File: src/rtl/cpu_mem_arbiter_pkg.sv
// Shared types and widths for the CPU memory arbiter. The CPU top level
// uses the same width defaults.
package cpu_mem_arbiter_pkg;

    localparam int ADDR_W_DEF  = 32;
    localparam int DATA_W_DEF  = 32;
    localparam int BURST_CNT_W = 4;

    typedef enum logic [1:0] {
        IDLE    = 2'd0,
        SERVE_I = 2'd1,
        SERVE_D = 2'd2
    } arb_state_t;

endpackage

File: src/rtl/cpu_mem_arbiter_priority_sel.sv
// Combinational grant decision: data first, unless a waiting fetch has
// already been passed over MAX_D_BURST times in a row.
module arb_priority_sel
    import cpu_mem_arbiter_pkg::*;
#(
    parameter int MAX_D_BURST = 4
) (
    input  logic                   rd_instr_en,
    input  logic                   instr_valid,
    input  logic                   rd_data_en,
    input  logic                   wr_data_en,
    input  logic                   data_valid,
    input  logic [BURST_CNT_W-1:0] burst_cnt,
    output logic                   grant_i,
    output logic                   grant_d
);

    logic req_i;
    logic req_d;
    logic starved;

    // A port is masked in its valid cycle so a held request is not re-issued.
    always_comb begin
        req_i   = rd_instr_en & ~instr_valid;
        req_d   = (rd_data_en | wr_data_en) & ~data_valid;
        starved = req_i && (burst_cnt == BURST_CNT_W'(MAX_D_BURST));
        grant_d = req_d & ~starved;
        grant_i = req_i & ~grant_d;
    end

endmodule

File: src/rtl/cpu_mem_arbiter.sv
// Serialises instruction fetches and data loads/stores onto one
// single-ported memory with a ready handshake.
module cpu_mem_arbiter
    import cpu_mem_arbiter_pkg::*;
#(
    parameter int ADDR_W      = ADDR_W_DEF,
    parameter int DATA_W      = DATA_W_DEF,
    parameter int MAX_D_BURST = 4
) (
    input  logic              clk,
    input  logic              rst,
    input  logic [ADDR_W-1:0] instr_addr,
    input  logic              rd_instr_en,
    input  logic [ADDR_W-1:0] data_addr,
    input  logic              rd_data_en,
    input  logic              wr_data_en,
    input  logic [DATA_W-1:0] wrt_data,
    output logic [DATA_W-1:0] instr,
    output logic              instr_valid,
    output logic [DATA_W-1:0] data,
    output logic              data_valid,
    output logic              instr_stall,
    output logic              data_stall,
    output logic              data_err,
    output logic [ADDR_W-1:0] mem_addr,
    output logic              mem_rd,
    output logic              mem_wr,
    output logic [DATA_W-1:0] mem_wdata,
    input  logic [DATA_W-1:0] mem_rdata,
    input  logic              mem_ready
);

    arb_state_t             state_reg;
    arb_state_t             state_next;
    logic [BURST_CNT_W-1:0] burst_cnt_reg;
    logic [DATA_W-1:0]      instr_reg;
    logic [DATA_W-1:0]      data_reg;
    logic                   instr_valid_reg;
    logic                   data_valid_reg;
    logic                   data_err_reg;
    logic [ADDR_W-1:0]      mem_addr_reg;
    logic                   mem_rd_reg;
    logic                   mem_wr_reg;
    logic [DATA_W-1:0]      mem_wdata_reg;

    logic grant_i;
    logic grant_d;
    logic issue_i;
    logic issue_d;
    logic complete_i;
    logic complete_d;

    arb_priority_sel #(
        .MAX_D_BURST (MAX_D_BURST)
    ) u_sel (
        .rd_instr_en (rd_instr_en),
        .instr_valid (instr_valid_reg),
        .rd_data_en  (rd_data_en),
        .wr_data_en  (wr_data_en),
        .data_valid  (data_valid_reg),
        .burst_cnt   (burst_cnt_reg),
        .grant_i     (grant_i),
        .grant_d     (grant_d)
    );

    always_ff @(posedge clk or negedge rst) begin
        if (!rst) begin
            state_reg <= IDLE;
        end else begin
            state_reg <= state_next;
        end
    end

    always_comb begin
        state_next = state_reg;
        case (state_reg)
            IDLE: begin
                if (grant_d) begin
                    state_next = SERVE_D;
                end else if (grant_i) begin
                    state_next = SERVE_I;
                end
            end
            SERVE_I: if (mem_ready) state_next = IDLE;
            SERVE_D: if (mem_ready) state_next = IDLE;
            default: state_next = IDLE;
        endcase
    end

    always_comb begin
        issue_d     = (state_reg == IDLE) && grant_d;
        issue_i     = (state_reg == IDLE) && grant_i;
        complete_i  = (state_reg == SERVE_I) && mem_ready;
        complete_d  = (state_reg == SERVE_D) && mem_ready;
        instr_stall = rd_instr_en & ~instr_valid_reg;
        data_stall  = (rd_data_en | wr_data_en) & ~data_valid_reg;
    end

    always_ff @(posedge clk or negedge rst) begin
        if (!rst) begin
            burst_cnt_reg   <= '0;
            instr_reg       <= '0;
            data_reg        <= '0;
            instr_valid_reg <= 1'b0;
            data_valid_reg  <= 1'b0;
            data_err_reg    <= 1'b0;
            mem_addr_reg    <= '0;
            mem_rd_reg      <= 1'b0;
            mem_wr_reg      <= 1'b0;
            mem_wdata_reg   <= '0;
        end else begin
            instr_valid_reg <= complete_i;
            data_valid_reg  <= complete_d;
            // Conflicting load+store is executed as a store and flagged alongside its strobe.
            data_err_reg    <= issue_d & rd_data_en & wr_data_en;

            if (issue_d) begin
                mem_addr_reg  <= data_addr;
                mem_wr_reg    <= wr_data_en;
                mem_rd_reg    <= ~wr_data_en;
                mem_wdata_reg <= wr_data_en ? wrt_data : '0;
                if (!rd_instr_en) begin
                    burst_cnt_reg <= '0;
                end else if (burst_cnt_reg != BURST_CNT_W'(MAX_D_BURST)) begin
                    burst_cnt_reg <= burst_cnt_reg + 1'b1;
                end
            end else if (issue_i) begin
                mem_addr_reg  <= instr_addr;
                mem_rd_reg    <= 1'b1;
                mem_wr_reg    <= 1'b0;
                mem_wdata_reg <= '0;
                burst_cnt_reg <= '0;
            end

            if (complete_i) begin
                mem_rd_reg <= 1'b0;
                instr_reg  <= mem_rdata;
            end
            if (complete_d) begin
                mem_rd_reg <= 1'b0;
                mem_wr_reg <= 1'b0;
                if (mem_rd_reg) begin
                    data_reg <= mem_rdata;
                end
            end
        end
    end

    assign instr       = instr_reg;
    assign instr_valid = instr_valid_reg;
    assign data        = data_reg;
    assign data_valid  = data_valid_reg;
    assign data_err    = data_err_reg;
    assign mem_addr    = mem_addr_reg;
    assign mem_rd      = mem_rd_reg;
    assign mem_wr      = mem_wr_reg;
    assign mem_wdata   = mem_wdata_reg;

endmodule
File: config.mk
export PLATFORM = sky130hd
export DESIGN_NAME = cpu_mem_arbiter
export DESIGN_NICKNAME = d
export VERILOG_FILES = /design/src/rtl/cpu_mem_arbiter_pkg.sv /design/src/rtl/cpu_mem_arbiter_priority_sel.sv /design/src/rtl/cpu_mem_arbiter.sv
export SDC_FILE = /design/constraint.sdc
export NUM_CORES = 1
export LEC_CHECK = 0
export ABC_AREA = 1
export BUFFER_PORTS_ARGS = -buffer_cell sky130_fd_sc_hd__buf_2
export CORE_MARGIN = 2
export CORE_UTILIZATION = 51
export DETAILED_ROUTE_END_ITERATION = 8
export PLACE_DENSITY_LB_ADDON = 0.25
export RECOVER_POWER = 50
export SYNTH_ARGS = -nofsm -noshare
export SYNTH_HDL_FRONTEND = slang
export SYNTH_SLANG_ARGS = --single-unit
File: constraint.sdc
create_clock -name clk -period 2.3 [get_ports clk]
set_input_delay 0.23 -clock clk [delete_from_list [all_inputs] [get_ports clk]]
set_output_delay 0.23 -clock clk [all_outputs]
set_load 0.01 [all_outputs]
After elaboration in Yosys (flattened, before gate mapping)
Index checks and enable logic that the tools add are counted.
Widths: inputs -> output; s select.
{"block": "classes", "n_addsub": 1, "n_eq_ne": 7, "mux": 20, "bitwise": 12, "n_reduce_logical": 13}
{"operator": "$mux 32", "count": 5}
{"operator": "$mux 4", "count": 4}
{"operator": "$mux 1", "count": 7}
{"operator": "$and 1x1->1", "count": 6}
{"operator": "$mux 2", "count": 3}
{"operator": "$reduce_and 2->1", "count": 3}
{"operator": "$logic_and 1x1->1", "count": 5}
{"operator": "$not 1->1", "count": 5}
{"operator": "$add 4x1->4 const B", "count": 1}
{"operator": "$eq 4x3->1 const B", "count": 1}
{"operator": "$ne 4x3->1 const B", "count": 1}
{"operator": "$pmux 2 s2", "count": 1}
{"operator": "$reduce_bool 4->1", "count": 1}
{"operator": "$ne 3x2->1 const B", "count": 1}
{"operator": "$ne 3x3->1 const B", "count": 1}
{"operator": "$reduce_bool 3->1", "count": 1}
{"operator": "$eq 2x1->1 const B", "count": 1}
{"operator": "$eq 2x2->1 const B", "count": 1}
{"operator": "$logic_not 2->1", "count": 1}
{"operator": "$ne 2x1->1 const B", "count": 1}
{"operator": "$reduce_bool 2->1", "count": 1}
{"operator": "$reduce_or 2->1", "count": 1}
{"operator": "$or 1x1->1", "count": 1}
{"block": "word_totals", "reg_bits": 139, "out_inout_bits": 135, "elab_cells": 64}

Logic depth before layout (Yosys ltp)
Gate-level depths: netlist of run 1.
{"block": "depth", "depth_word": 12, "mapped_depth": 11, "mapped_depth_nobuf": 9}

Cells and area by module
From an unflattened synthesis of run 1, not the netlist that was laid out.
{"block": "unflattened", "cells_unflattened": 647, "hier_area_um2": 5765.5}
{"mod": "cpu_mem_arbiter", "instances": 1, "cells_each": 634, "area_each_um2": 5693.0, "seq_area_each_um2": 3478.3}
{"mod": "arb_priority_sel", "instances": 1, "cells_each": 13, "area_each_um2": 72.6, "seq_area_each_um2": 0.0}

Worst setup path before layout of run 1
OpenSTA, ideal clock, no wires.
{"block": "synth_path", "kind": "reg2reg", "startpoint": "register burst_cnt_reg[0]", "endpoint": "register mem_addr_reg[10], in the netlist mem_addr[10]", "arrival_ns": 1.307, "setup_slack_ns": 0.875, "path_stages_with_launch": 12, "path_buffers": 2, "path_cell_list": "dfrtp_1 inv_1 ha_1 nand2_1 nor2_2 nand2_2 nand3_2 buf_6 buf_6 nand2_1 nand2_1 o21ai_2"}
{"block": "synth_between", "elab_chain_cells": 8, "elab_cells_between_ends": 10, "cone_classes": "1 x eq/ne; 1 x mux; 4 x bitwise; 4 x reduce/logical"}
{"element": "start: declaration", "line_no": "cpu_mem_arbiter.sv:35", "text": "logic [BURST_CNT_W-1:0] burst_cnt_reg;"}
{"element": "start signal: assignment", "line_no": "cpu_mem_arbiter.sv:125", "text": "burst_cnt_reg <= burst_cnt_reg + 1'b1;"}
{"element": "$eq 4x3->1 (*)", "line_no": "cpu_mem_arbiter_priority_sel.sv:26", "text": "starved = req_i && (burst_cnt == BURST_CNT_W'(MAX_D_BURST));"}
{"element": "$logic_and 1x1->1 (*)", "line_no": "cpu_mem_arbiter_priority_sel.sv:26"}
{"element": "$not 1->1 (*)", "line_no": "cpu_mem_arbiter_priority_sel.sv:27", "text": "grant_d = req_d & ~starved;"}
{"element": "$and 1x1->1 (*)", "line_no": "cpu_mem_arbiter_priority_sel.sv:27"}
{"element": "$not 1->1", "line_no": "cpu_mem_arbiter_priority_sel.sv:28", "text": "grant_i = req_i & ~grant_d;"}
{"element": "$and 1x1->1", "line_no": "cpu_mem_arbiter_priority_sel.sv:28"}
{"element": "$logic_and 1x1->1", "line_no": "cpu_mem_arbiter.sv:92", "text": "issue_i = (state_reg == IDLE) && grant_i;"}
{"element": "$reduce_bool 2->1 (no source line)"}
{"element": "end signal: assignment", "line_no": "cpu_mem_arbiter.sv:118", "text": "mem_addr_reg <= data_addr;"}
{"element": "end signal: assignment", "line_no": "cpu_mem_arbiter.sv:128", "text": "mem_addr_reg <= instr_addr;"}
{"element": "end: declaration", "line_no": "cpu_mem_arbiter.sv:41", "text": "logic [ADDR_W-1:0] mem_addr_reg;"}
Every way passes the cells marked *; elsewhere a longest branch is shown, timed or not.
A chain may end at the register's enable or synchronous reset.

Worst setup path in the final report of run 1
{"block": "layout_path", "startpoint": "register state_reg[0]", "endpoint": "register mem_addr_reg[31], in the netlist mem_addr[31]"}
{"block": "layout_between", "elab_chain_cells": 3, "elab_cells_between_ends": 5, "cone_classes": "1 x mux; 4 x reduce/logical"}
{"element": "start: declaration", "line_no": "cpu_mem_arbiter.sv:33", "text": "arb_state_t state_reg;"}
{"element": "start signal: assignment", "line_no": "cpu_mem_arbiter.sv:70", "text": "state_reg <= state_next;"}
{"element": "$logic_not 2->1 (*)", "line_no": "cpu_mem_arbiter.sv:91, cpu_mem_arbiter.sv:92"}
{"element": "$logic_and 1x1->1 (on tied branches)", "line_no": "cpu_mem_arbiter.sv:91, cpu_mem_arbiter.sv:92"}
{"element": "$mux 32 / $reduce_bool 2->1 (equally long branches)"}
Marked as above.

==> key figures, run 1 <==
Floorplan
  – DIE HEIGHT: approximately 110 um
  – Die span in x: 112 um
  – Row count: 39
  – Die area: around 0.013 mm^2
  – Core box area: between 0.01 and 0.015 mm^2
  – Initial core utilization: approximately 52%
  – IO Count: approximately 270

CTS
  – H-tree Lvls: 4
  – Clk buf depth: 2
  – Clock sink total: 139
  – Clock latency on the worst-skew pair: slightly above 400 ps
  – Clock-pin slew on the worst setup and hold paths: 50 ps
  – CTS resizes: 0
  – TritonCTS clock tree: built
  – CTS Buf Count: 17
  – Root buffer cell: clkbuf_16

Worst hold path
  – Tightest Hold Check Type: in -> reg
  – Hold path depth: 3

Critical path
  – Critical path endpoint: mem_addr[31]
  – WP buf/inv: 2
  – Origin of the critical flop-to-flop path: state_reg[0]
  – Delay-heaviest family, CP: buffers and inverters
  – R2R cell count: 6
  – WP data required: between 2000 and 3000 ps
  – Crit-path max cell delay: 550 ps
  – Setup crit start: state_reg[0]
  – CP max FO: 38
  – Levels on crit path: 6
  – Sequence of cells on the critical path: inv_1, ha_1, nand2_2, inv_2, nand2_1, o21ai_0
  – R2R Setup Slk: about 400 ps
  – Crit Path Category: reg -> reg
  – Startpoint Class: flop
  – Critical Path AT: between 2000 and 2500 ps
  – Critical R2R Capture: mem_addr[31]
  – Crit end category: flop
  – Crit-path slowest cell: inv_2

Detailed routing
  – WL met2: ~7.3 mm
  – Drt total wl: roughly 15 mm
  – 1st-pass router iterations: 4
  – Total length of routed met3 wires: roughly 940 um
  – Vias: ~5200
  – DRC: 0
  – Routed length on met1: roughly 6 mm
  – Routed len/inst: 13.2 um
  – DRT antenna net count: 0
  – Vias per cell: 4.74
  – Highest Signal Layer: met4
  – Initial DRC count: about 360

GRT
  – First-pass GRT wire length: approximately 24 mm
  – Initial antenna violation count: 0
  – Total gr overflow: 0
  – Total track usage: approximately a quarter
  – Pin count of the biggest net entering global routing: 66
  – Vias in the first global route: between 5000 and 6000

STA
  – Fmax achieved: between 500 and 600 MHz
  – Max-Slew Margin vs Limit: 13.2%
  – Crit path time final: approximately 1900 ps
  – Final slew viol count: 0
  – Final setup vio count: 0
  – Least-Margin Pin Slew: around 1300 ps
  – Ratio of final minimum period to clock period: around 83%
  – Unrepaired setup endpoints after global routing: false
  – Final setup TNS: 0 ps
  – Final Hold Fails: 0
  – Clk_skew: ~8.5 ps

Yosys
  – Avg Synthesized Cell Area: 8.63 um^2
  – Mapped Area: between 0.005 and 0.006 mm^2
  – EDFF count, synth: 0
  – Post-synthesis register bit count: approximately 140
  – Post-Syn Nets: approximately 830
  – Post-synthesis cell type count: 25
  – Most common flop cell mapped by yosys: dfrtp_1
  – Gate Count Post-Synth: slightly below 700
  – Synth warnings: 0
  – Sequential area share after synthesis: roughly three fifths
  – Post-synth ARST share: between 90% and 100%

Final layout
  – Fillers: about 1000
  – Sequential cell area: 0.00348 mm^2
  – Most frequent cells in the layout: 274 x nand2_1, 201 x buf_2, 139 x dfrtp_1, 76 x inv_1, 72 x clkbuf_1
  – Area grow syn2layout: 32.2%
  – Antenna cells: 0
  – Layout cell share with drive strength beyond 1: 27.9%
  – Multi-input logic area: ~0.0019 mm^2
  – Fin util: just under 70%
  – Layout Cells excl Fill: 1105
  – Commonest non-fill, non-tap cell in the layout: nand2_1
  – Fin area: between 0.007 and 0.008 mm^2
  – Total Nets Final: 1091

Placed design
  – Total placed instance area: ~0.0074 mm^2
  – Gpl congestion: between 0.8 and 0.9
  – Port Buf Inserts: ~270
  – Post-DP HPWL: roughly 10 mm
  – Placed cells: 1074

Power
  – Reg power frac: 38.6%
  – Tot Pwr: 0.0108 W
  – Combinational share of power: 37.9%
  – Leak pwr: roughly 4.5 nW
  – PwrDens: between 1000 and 1500 mW/mm^2
  – Clock share of power: 23.5%
  – Switch Pwr: ~0.0041 W
  – Switching share of power: a little under two fifths
  – Max IR drop VDD: 0.940 mV
  – Int Power: 0.00672 W

Status
  – Outcome: finished clean

Run
  – Total of max-cap violations: 0
worst min path at each step:
stage	end	from	slack [ps]
after floorplan	burst_cnt_reg[0]	rst	-70
after global placement	mem_wdata[19]	rst	200
after detailed placement	mem_wdata[19]	rst	200
after CTS	mem_wdata[25]	wrt_data[25]	0.3
after global routing	mem_wdata[3]	wrt_data[3]	10
final	mem_wdata[24]	wrt_data[24]	20
per-layer routing:
| metal | track usage [%] | vias to the layer above |
|---|---|---|
| li1 | - | 2620 |
| met1 | 29.7 | 2425 |
| met2 | 39.7 | 171 |
| met3 | 7.29 | 19 |
| met4 | 8.40 | 0 |
| met5 | 0 | - |
power groups by stage:
stage          clock network [W]  registers [W]  logic [W]
6_report                 0.00255        0.00418    0.00411
5_1_grt                  0.00270        0.00433    0.00465
4_1_cts                  0.00260        0.00416    0.00433
3_5_place_dp                   0        0.00416    0.00432
3_3_place_gp                   0        0.00414    0.00421
2_1_floorplan                  0        0.00470    0.00211
cell families after synthesis:
logic type | share of synthesized area, %
simple gates | 21.9
flops | 58.6
buf+inv | 8.82
compound gates | 9.24
fa+ha+maj | 1.05
xor+xnor | 0.295
what timing repair did:
action | CTS | global route
hold endpoints to repair | 51 | 0
hold buffers | 2 | 0
buffers inserted | 0 | 0
synthesized netlist by cell type, types with 4 or more instances:
library cell | number | area, um^2
buf_2 | 7 | 35.0
inv_2 | 4 | 15.0
ha_1 | 5 | 62.6
nor2_1 | 25 | 93.8
nand4_1 | 6 | 37.5
nand2_1 | 276 | 1040
dfrtp_1 | 139 | 3480
buf_4 | 4 | 30.0
inv_1 | 76 | 285
clkbuf_1 | 12 | 45.0
o21ai_1 | 19 | 95.1
o21ai_0 | 69 | 345
buf_6 | 8 | 90.1
nor2_2 | 11 | 68.8
o21ai_2 | 10 | 87.6
worst min-delay path, stage by stage:
cell	delay, ps
buf_2	70
nand2_1	40
nand2_1	40
cell type report:
type	count	area share [%]
clock inverters	1	0.383
inverters	80	3.83
repair buffers	280	17.7
well taps	143	2.28
multi-input cells	434	24.7
flip-flops and latches	139	44.4
clock buffers	28	6.72
through the flow:
step                worst slack, ps  hold slack [ps]
floorplan                       875            -65.6
global placement                490              203
detailed placement              389              202
CTS                             374            0.261
global route                    142             12.8
finish                          400             15.8
No activity file was read; power rests on OpenSTA's default activity.
==> run 2, diff against run 1 <==
--- a/config.mk
+++ b/config.mk
@@ -8,7 +8,7 @@
 export ABC_AREA = 1
 export BUFFER_PORTS_ARGS = -buffer_cell sky130_fd_sc_hd__buf_2
 export CORE_MARGIN = 2
-export CORE_UTILIZATION = 51
+export CORE_UTILIZATION = 47
 export DETAILED_ROUTE_END_ITERATION = 8
 export PLACE_DENSITY_LB_ADDON = 0.25
 export RECOVER_POWER = 50
==> constraint.sdc (replaced) <==
create_clock -name clk -period 1.8 [get_ports clk]
set_input_delay 0.18 -clock clk [delete_from_list [all_inputs] [get_ports clk]]
set_output_delay 0.18 -clock clk [all_outputs]
set_load 0.01 [all_outputs]
==> run 2 against run 1 <==
Clock power is 33% higher. Worst hold slack gained 3.9 ps. Flip-flop and latch count did not move.
==> key figures, run 2 (same netlist as run 1, synthesis figures left out) <==
GRT
  – Initial antenna violation count: 1 (+1)
  – Total track usage: 22.9% (-0.96 points)
  – Pin count of the biggest net entering global routing: 70 (+6.1%)
  – Vias in the first global route: 4956 (-0.96%)
  – First-pass GRT wire length: 23.9 mm (about the same)
  – Total gr overflow: 0 (unchanged)

Critical path
  – WP data required: 2090 ps (-530 ps)
  – Most frequent CP cell: nand2_1
  – Origin of the critical flop-to-flop path: burst_cnt_reg[0]
  – Levels on crit path: 10 (+4)
  – R2R Setup Slk: 210 ps (-190 ps)
  – R2R cell count: 10 (+4)
  – Crit-path slowest cell: dfrtp_1
  – Startpoint Class: flop
  – Critical R2R Capture: mem_addr[27]
  – Crit end category: flop
  – Crit Path Category: reg -> reg
  – Critical path endpoint: mem_addr[27]
  – CP max FO: 35 (-7.9%)
  – Delay-heaviest family, CP: simple AND/OR/NAND/NOR gates
  – Critical Path AT: 1880 ps (-340 ps)
  – Crit-path max cell delay: 400 ps (-150 ps)
  – Setup crit start: burst_cnt_reg[0]
  – Sequence of cells on the critical path: inv_1, ha_1, nand2_1, nor2_2, nand2_2, nand3_2, buf_12, nand2_1, nand2_1, o21ai_1
  – WP buf/inv: 2 (unchanged)

STA
  – Ratio of final minimum period to clock period: 88.1% (+5.5 points)
  – Crit path time final: 1590 ps (-314 ps)
  – Fmax achieved: 630 MHz (+20%)
  – Final setup vio count: 0 (unchanged)
  – Final setup TNS: 0 ps (unchanged)
  – Final Hold Fails: 0 (unchanged)
  – Least-Margin Pin Slew: 1040 ps (-262 ps)
  – Final Hold Slack: 19.7 ps (+3.87 ps)
  – Max-Slew Margin vs Limit: 30.7% (+17 points)
  – Final slew viol count: 0 (unchanged)
  – Unrepaired setup endpoints after global routing: false
  – Worst Setup Slack, final: 214 ps (-186 ps)
  – Clk_skew: 10.3 ps (+1.72 ps)

Final layout
  – Commonest non-fill, non-tap cell in the layout: nand2_1
  – Layout Cells excl Fill: 1173 (+6.2%)
  – Area grow syn2layout: 40.3%
  – Layout cell share with drive strength beyond 1: 27.6% (-0.26 points)
  – Most frequent cells in the layout: 274 x nand2_1, 201 x buf_2, 139 x dfrtp_1, 76 x inv_1, 70 x clkbuf_1
  – Total Nets Final: 1126 (+3.2%)

Power
  – Tot Pwr: 0.0143 W (+32%)
  – Leak pwr: 4.66 nW (+4.1%)
  – PwrDens: 1720 mW/mm^2 (+24%)
  – Max IR drop VDD: 1.00 mV (+6.6%)

CTS
  – Clk buf depth: 2 (unchanged)
  – CTS resizes: 0 (unchanged)
  – TritonCTS clock tree: built
  – H-tree Lvls: 4 (unchanged)
  – Clock sink total: 139 (unchanged)
  – CTS Buf Count: 17 (unchanged)
  – Clock latency on the worst-skew pair: 420 ps (about the same)
  – Root buffer cell: clkbuf_16
  – Clock-pin slew on the worst setup and hold paths: 60 ps (about the same)

Floorplan
  – DIE HEIGHT: 116 um (+4.0%)
  – Initial core utilization: 47.6% (-4.6 points)
  – IO Count: 269 (unchanged)
  – Die area: 0.0135 mm^2 (+8.2%)
  – Die span in x: 116 um (+4.0%)
  – Core box area: 0.0125 mm^2 (+9.6%)
  – Row count: 41 (+5.1%)

Detailed routing
  – DRT antenna net count: 0 (unchanged)
  – Drt total wl: 15.7 mm (+7.2%)
  – Initial DRC count: 352 (-3.3%)
  – Vias: 5360 (+2.4%)
  – Routed len/inst: 13.4 um (+1.0%)
  – DRC: 0 (unchanged)
  – 1st-pass router iterations: 4 (unchanged)
  – Vias per cell: 4.57 (-3.5%)

Status
  – Outcome: finished clean

Placed design
  – Dpl ws: 220 ps (-169 ps)
  – Placed cells: 1104 (+2.8%)
  – Post-DP HPWL: 10.3 mm (+0.61%)
  – Gpl congestion: 0.779 (-7.1%)
  – Port Buf Inserts: 268 (unchanged)

Run
  – Total of max-cap violations: 0 (unchanged)

Worst hold path
  – Tightest Hold Check Type: in -> reg
## run 2: changes by cell type in the layout (fill, tap and decap cells not counted), moves of 2 or more
| cell | previous run | this run |
|---|---|---|
| buf_12 | 3 | 8 |
| clkbuf_1 | 72 | 70 |
| clkbuf_2 | 2 | 0 |
| clkinv_2 | 0 | 2 |
| clkinvlp_4 | 0 | 2 |
| dlygate4sd3_1 | 2 | 34 |
## run 2: layer usage
layer	global-route usage, %	share of wire, %	up-vias
li1	-	-	2687
met1	27.4	41	2454
met2	37.0	49	198
met3	7.94	8.2	21
met4	11.2	1.9	0
met5	0	0	-
## run 2: worst min-delay path by stage
stage	slack, ps	start	cells past startpoint	end
floorplan	-120	rst	0	burst_cnt_reg[0]
global placement	30	rst	1	mem_addr[4]
detailed placement	30	rst	1	mem_addr[4]
CTS	3	data_addr[12]	3	mem_addr[12]
global route	10	data_addr[6]	3	mem_addr[6]
finish	20	data_addr[12]	3	mem_addr[12]
## run 2: worst register-to-register path: stages (launching register included)
cell and delay [ps]:
dfrtp_1 400, inv_1 90, ha_1 140, nand2_1 60, nor2_2 120, nand2_2 90
nand3_2 120, buf_12 200, nand2_1 100, nand2_1 80, o21ai_1 60
## run 2: metrics by stage
step / instance area [um^2] / util (%)
global placement: 7470 / 59.9
CTS: 8400 / 67.4
global route: 8320 / 66.7
finish: 8320 / 66.7
detailed placement: 7470 / 59.9
floorplan: 5930 / -
## run 2: timing repair
| item | in CTS | in global routing |
|---|---|---|
| hold buffers | 34 | 0 |
| endpoints found under the hold margin | 172 | 0 |
| setup buffers | 0 | 2 |
| setup endpoints to repair | 0 | 6 |
## run 2: area by class of cell
cell class | count | area (um^2)
Antenna cell | 1 | 2.50
Clock buffer | 27 | 533
Multi-Input combinational cell | 434 | 1930
Sequential cell | 139 | 3480
Inverter | 80 | 300
Fill cell | 1085 | 4150
Tap cell | 172 | 215
Timing Repair Buffer | 315 | 1800
Clock inverter | 5 | 55.1
## run 2: power by group
group	internal [W]	switching [W]	total (W)
Clock	0.00215	0.00124	0.00340
Combinational	0.00213	0.00345	0.00558
Sequential	0.00457	0.000770	0.00534
==> run 3, diff against run 2 <==
--- a/config.mk
+++ b/config.mk
@@ -7,7 +7,6 @@
 export LEC_CHECK = 0
 export ABC_AREA = 1
 export BUFFER_PORTS_ARGS = -buffer_cell sky130_fd_sc_hd__buf_2
-export CORE_MARGIN = 2
 export CORE_UTILIZATION = 47
 export DETAILED_ROUTE_END_ITERATION = 8
 export PLACE_DENSITY_LB_ADDON = 0.25
==> constraint.sdc (replaced) <==
create_clock -name clk -period 1.6 [get_ports clk]
set_input_delay 0.16 -clock clk [delete_from_list [all_inputs] [get_ports clk]]
set_output_delay 0.16 -clock clk [all_outputs]
set_load 0.01 [all_outputs]
==> run 3 against run 2 <==
The flow now finishes with violations (hold timing). Die area decreased by 3.4%. Combinational power is 33% higher. Final cell count rose by 2.6%. Setup slack got worse by 200 ps. Routed wire length rose by 12%. Clock skew is 5.5 ps lower. Sequential power is 13% higher. Non-clock buffer count is 32 higher. Flip-flop and latch count is the same. Clock power grew 14%. Via count is 7.9% higher. Total power up 21%. Largest cell class unchanged. Highest routed layer unchanged.
==> key figures, run 3 (same netlist as run 1, synthesis figures left out) <==
STA
  – Max-Slew Margin vs Limit: 32.4% (+1.7 points)
  – Unrepaired setup endpoints after global routing: true
  – Clk_skew: 4.79 ps (-5.46 ps)
  – Final Hold Slack: -5.86 ps (-25.5 ps)
  – Final Hold Fails: 1 (+1)
  – Crit path time final: 1580 ps (-3.30 ps)
  – Final slew viol count: 0 (unchanged)
  – Least-Margin Pin Slew: 1010 ps (-25.1 ps)
  – Fmax achieved: 632 MHz (+0.21%)
  – Ratio of final minimum period to clock period: 98.9% (+11 points)
  – Final setup vio count: 0 (unchanged)

CTS
  – Clock latency on the worst-skew pair: 410 ps (about the same)
  – Clock-pin slew on the worst setup and hold paths: 60 ps (about the same)
  – Clk buf depth: 2 (unchanged)
  – CTS Buf Count: 17 (unchanged)
  – Clock sink total: 139 (unchanged)
  – Root buffer cell: clkbuf_16
  – H-tree Lvls: 4 (unchanged)
  – TritonCTS clock tree: built

Detailed routing
  – Vias: 5781 (+7.9%)
  – Initial DRC count: 339 (-3.7%)
  – Drt total wl: 17.5 mm (+12%)
  – Routed len/inst: 14.6 um (+8.9%)
  – DRC: 0 (unchanged)
  – DRT antenna net count: 0 (unchanged)
  – Vias per cell: 4.81 (+5.2%)
  – 1st-pass router iterations: 4 (unchanged)

Final layout
  – Fillers: 945 (-13%)
  – Commonest non-fill, non-tap cell in the layout: nand2_1
  – Total Nets Final: 1160 (+3.0%)
  – Area grow syn2layout: 50.8%
  – Most frequent cells in the layout: 239 x nand2_1, 222 x buf_2, 139 x dfrtp_1, 74 x inv_1, 66 x o21ai_0
  – Layout cell share with drive strength beyond 1: 35.7% (+8.1 points)
  – Layout Cells excl Fill: 1203 (+2.6%)

Power
  – Int Power: 0.0106 W (+20%)
  – Leak pwr: 4.99 nW (+7.0%)
  – Reg power frac: 34.8% (-2.5 points)
  – Clock share of power: 22.3% (-1.4 points)
  – PwrDens: 1940 mW/mm^2 (+13%)
  – Combinational share of power: 42.9% (+3.9 points)
  – Tot Pwr: 0.0173 W (+21%)
  – Switch Pwr: 0.00671 W (+23%)
  – Max IR drop VDD: 1.14 mV (+14%)
  – Switching share of power: 38.8% (+0.59 points)

Placed design
  – Gpl congestion: 0.780 (+0.17%)
  – Post-DP HPWL: 10.6 mm (+3.0%)
  – Port Buf Inserts: 268 (unchanged)
  – Placed cells: 1104 (unchanged)

Critical path
  – CP max FO: 7 (-80%)
  – Critical Path AT: 1870 ps (about the same)
  – Crit end category: flop
  – Startpoint Class: flop
  – Crit Path Category: reg -> reg
  – WP data required: 1890 ps (-200 ps)

GRT
  – First-pass GRT wire length: 25.7 mm (+7.6%)
  – Vias in the first global route: 5499 (+11%)
  – Pin count of the biggest net entering global routing: 65 (-7.1%)
  – Total gr overflow: 0 (unchanged)
  – Initial antenna violation count: 0 (-1)
  – Total track usage: 25.5% (+2.6 points)

Status
  – Failing checks: hold timing
  – Outcome: finished with violations

Floorplan
  – Die span in x: 114 um (-1.7%)
  – Core box area: 0.0122 mm^2 (-2.4%)
  – IO Count: 269 (unchanged)
  – DIE HEIGHT: 114 um (-1.7%)
  – Row count: 40 (-2.4%)
  – Initial core utilization: 48.8% (+1.2 points)
  – Die area: 0.0131 mm^2 (-3.4%)

Worst hold path
  – Tightest Hold Check Type: in -> reg

Run
  – Total of max-cap violations: 0 (unchanged)
[run 3: cell count changes in the layout (fill, tap and decap cells not counted), moves of 5 or more]
cell / before / now
buf_2: 201 / 222
nand2_1: 274 / 239
clkbuf_1: 70 / 45
nand2_4: 0 / 5
nand2_2: 4 / 34
dlygate4sd3_1: 34 / 53
clkbuf_16: 17 / 22
o21ai_2: 10 / 15
nor2_1: 25 / 16
nor2_2: 11 / 19
buf_6: 1 / 6
[run 3: worst paths after layout]
kind / slack [ps] / cells past startpoint / startpoint / to
setup / recovery: 20 / 10 / burst_cnt_reg[0] / mem_addr[14]
hold / removal: -6 / 3 / data_addr[10] / mem_addr[10]
setup reg to reg: 20 / 10 / burst_cnt_reg[0] / mem_addr[14]
hold reg to reg: 470 / 2 / mem_addr[2] / mem_addr[2]
max in group asynchronous: 240 / 3 / rst / mem_addr[9]
min in group asynchronous: 470 / 2 / rst / mem_wdata[18]
[run 3: timing repair]
item	in CTS	in global routing
endpoints found under the hold margin	126	0
cloned	0	11
setup endpoints to repair	32	60
pin swaps	0	9
hold buffers	53	0
gates resized for setup	1	71
setup buffers	0	2
[run 3: per-stage QoR]
step                util [%]  setup slack [ps]  TNS (ps)  hold slack [ps]  cell area [um^2]
detailed placement      61.6             -26.6      -137             90.6              7500
CTS                     70.9              51.1         0            0.548              8620
finish                  73.6              17.1         0            -5.86              8950
floorplan                  -               175         0             -136              5930
global route            73.5             -70.2     -1300             1.80              8940
global placement        61.6              18.0         0             89.9              7500
[run 3: layout make-up]
class	count	area [um^2]	area share, %
clock buffer	20	467	5.22
multi-input combinational	435	2140	23.9
antenna	1	2.50	0.0280
sequential	139	3480	38.9
timing repair buffer	347	2210	24.7
timing repair inverter	1	8.76	0.0979
tap	168	210	2.35
clock inverter	12	121	1.36
inverter	80	314	3.51
[run 3: per-layer routing]
layer | track usage (%) | up-vias | part of all wire [%]
met5 | 0 | - | 0
met4 | 14.5 | 0 | 4.2
met3 | 7.78 | 65 | 6.2
met2 | 41.9 | 244 | 50
met1 | 29.8 | 2705 | 39
li1 | - | 2767 | -
[run 3: power by group through the flow]
stage          sequential [W]  combinational, W  clock [W]
3_3_place_gp          0.00596           0.00633          0
4_1_cts               0.00598           0.00659    0.00394
2_1_floorplan         0.00675           0.00304          0
3_5_place_dp          0.00598           0.00650          0
6_report              0.00603           0.00743    0.00387
5_1_grt               0.00620           0.00819    0.00408
[run 3: critical path, stage by stage, from the launching register on]
cell and delay, ps:
dfrtp_1 390, inv_2 80, ha_4 120, nand2_2 60, nor2_4 140, nand2_4 100
nand3_4 190, clkbuf_16 200, nand2_2 40, nand2_1 60, o21ai_1 70
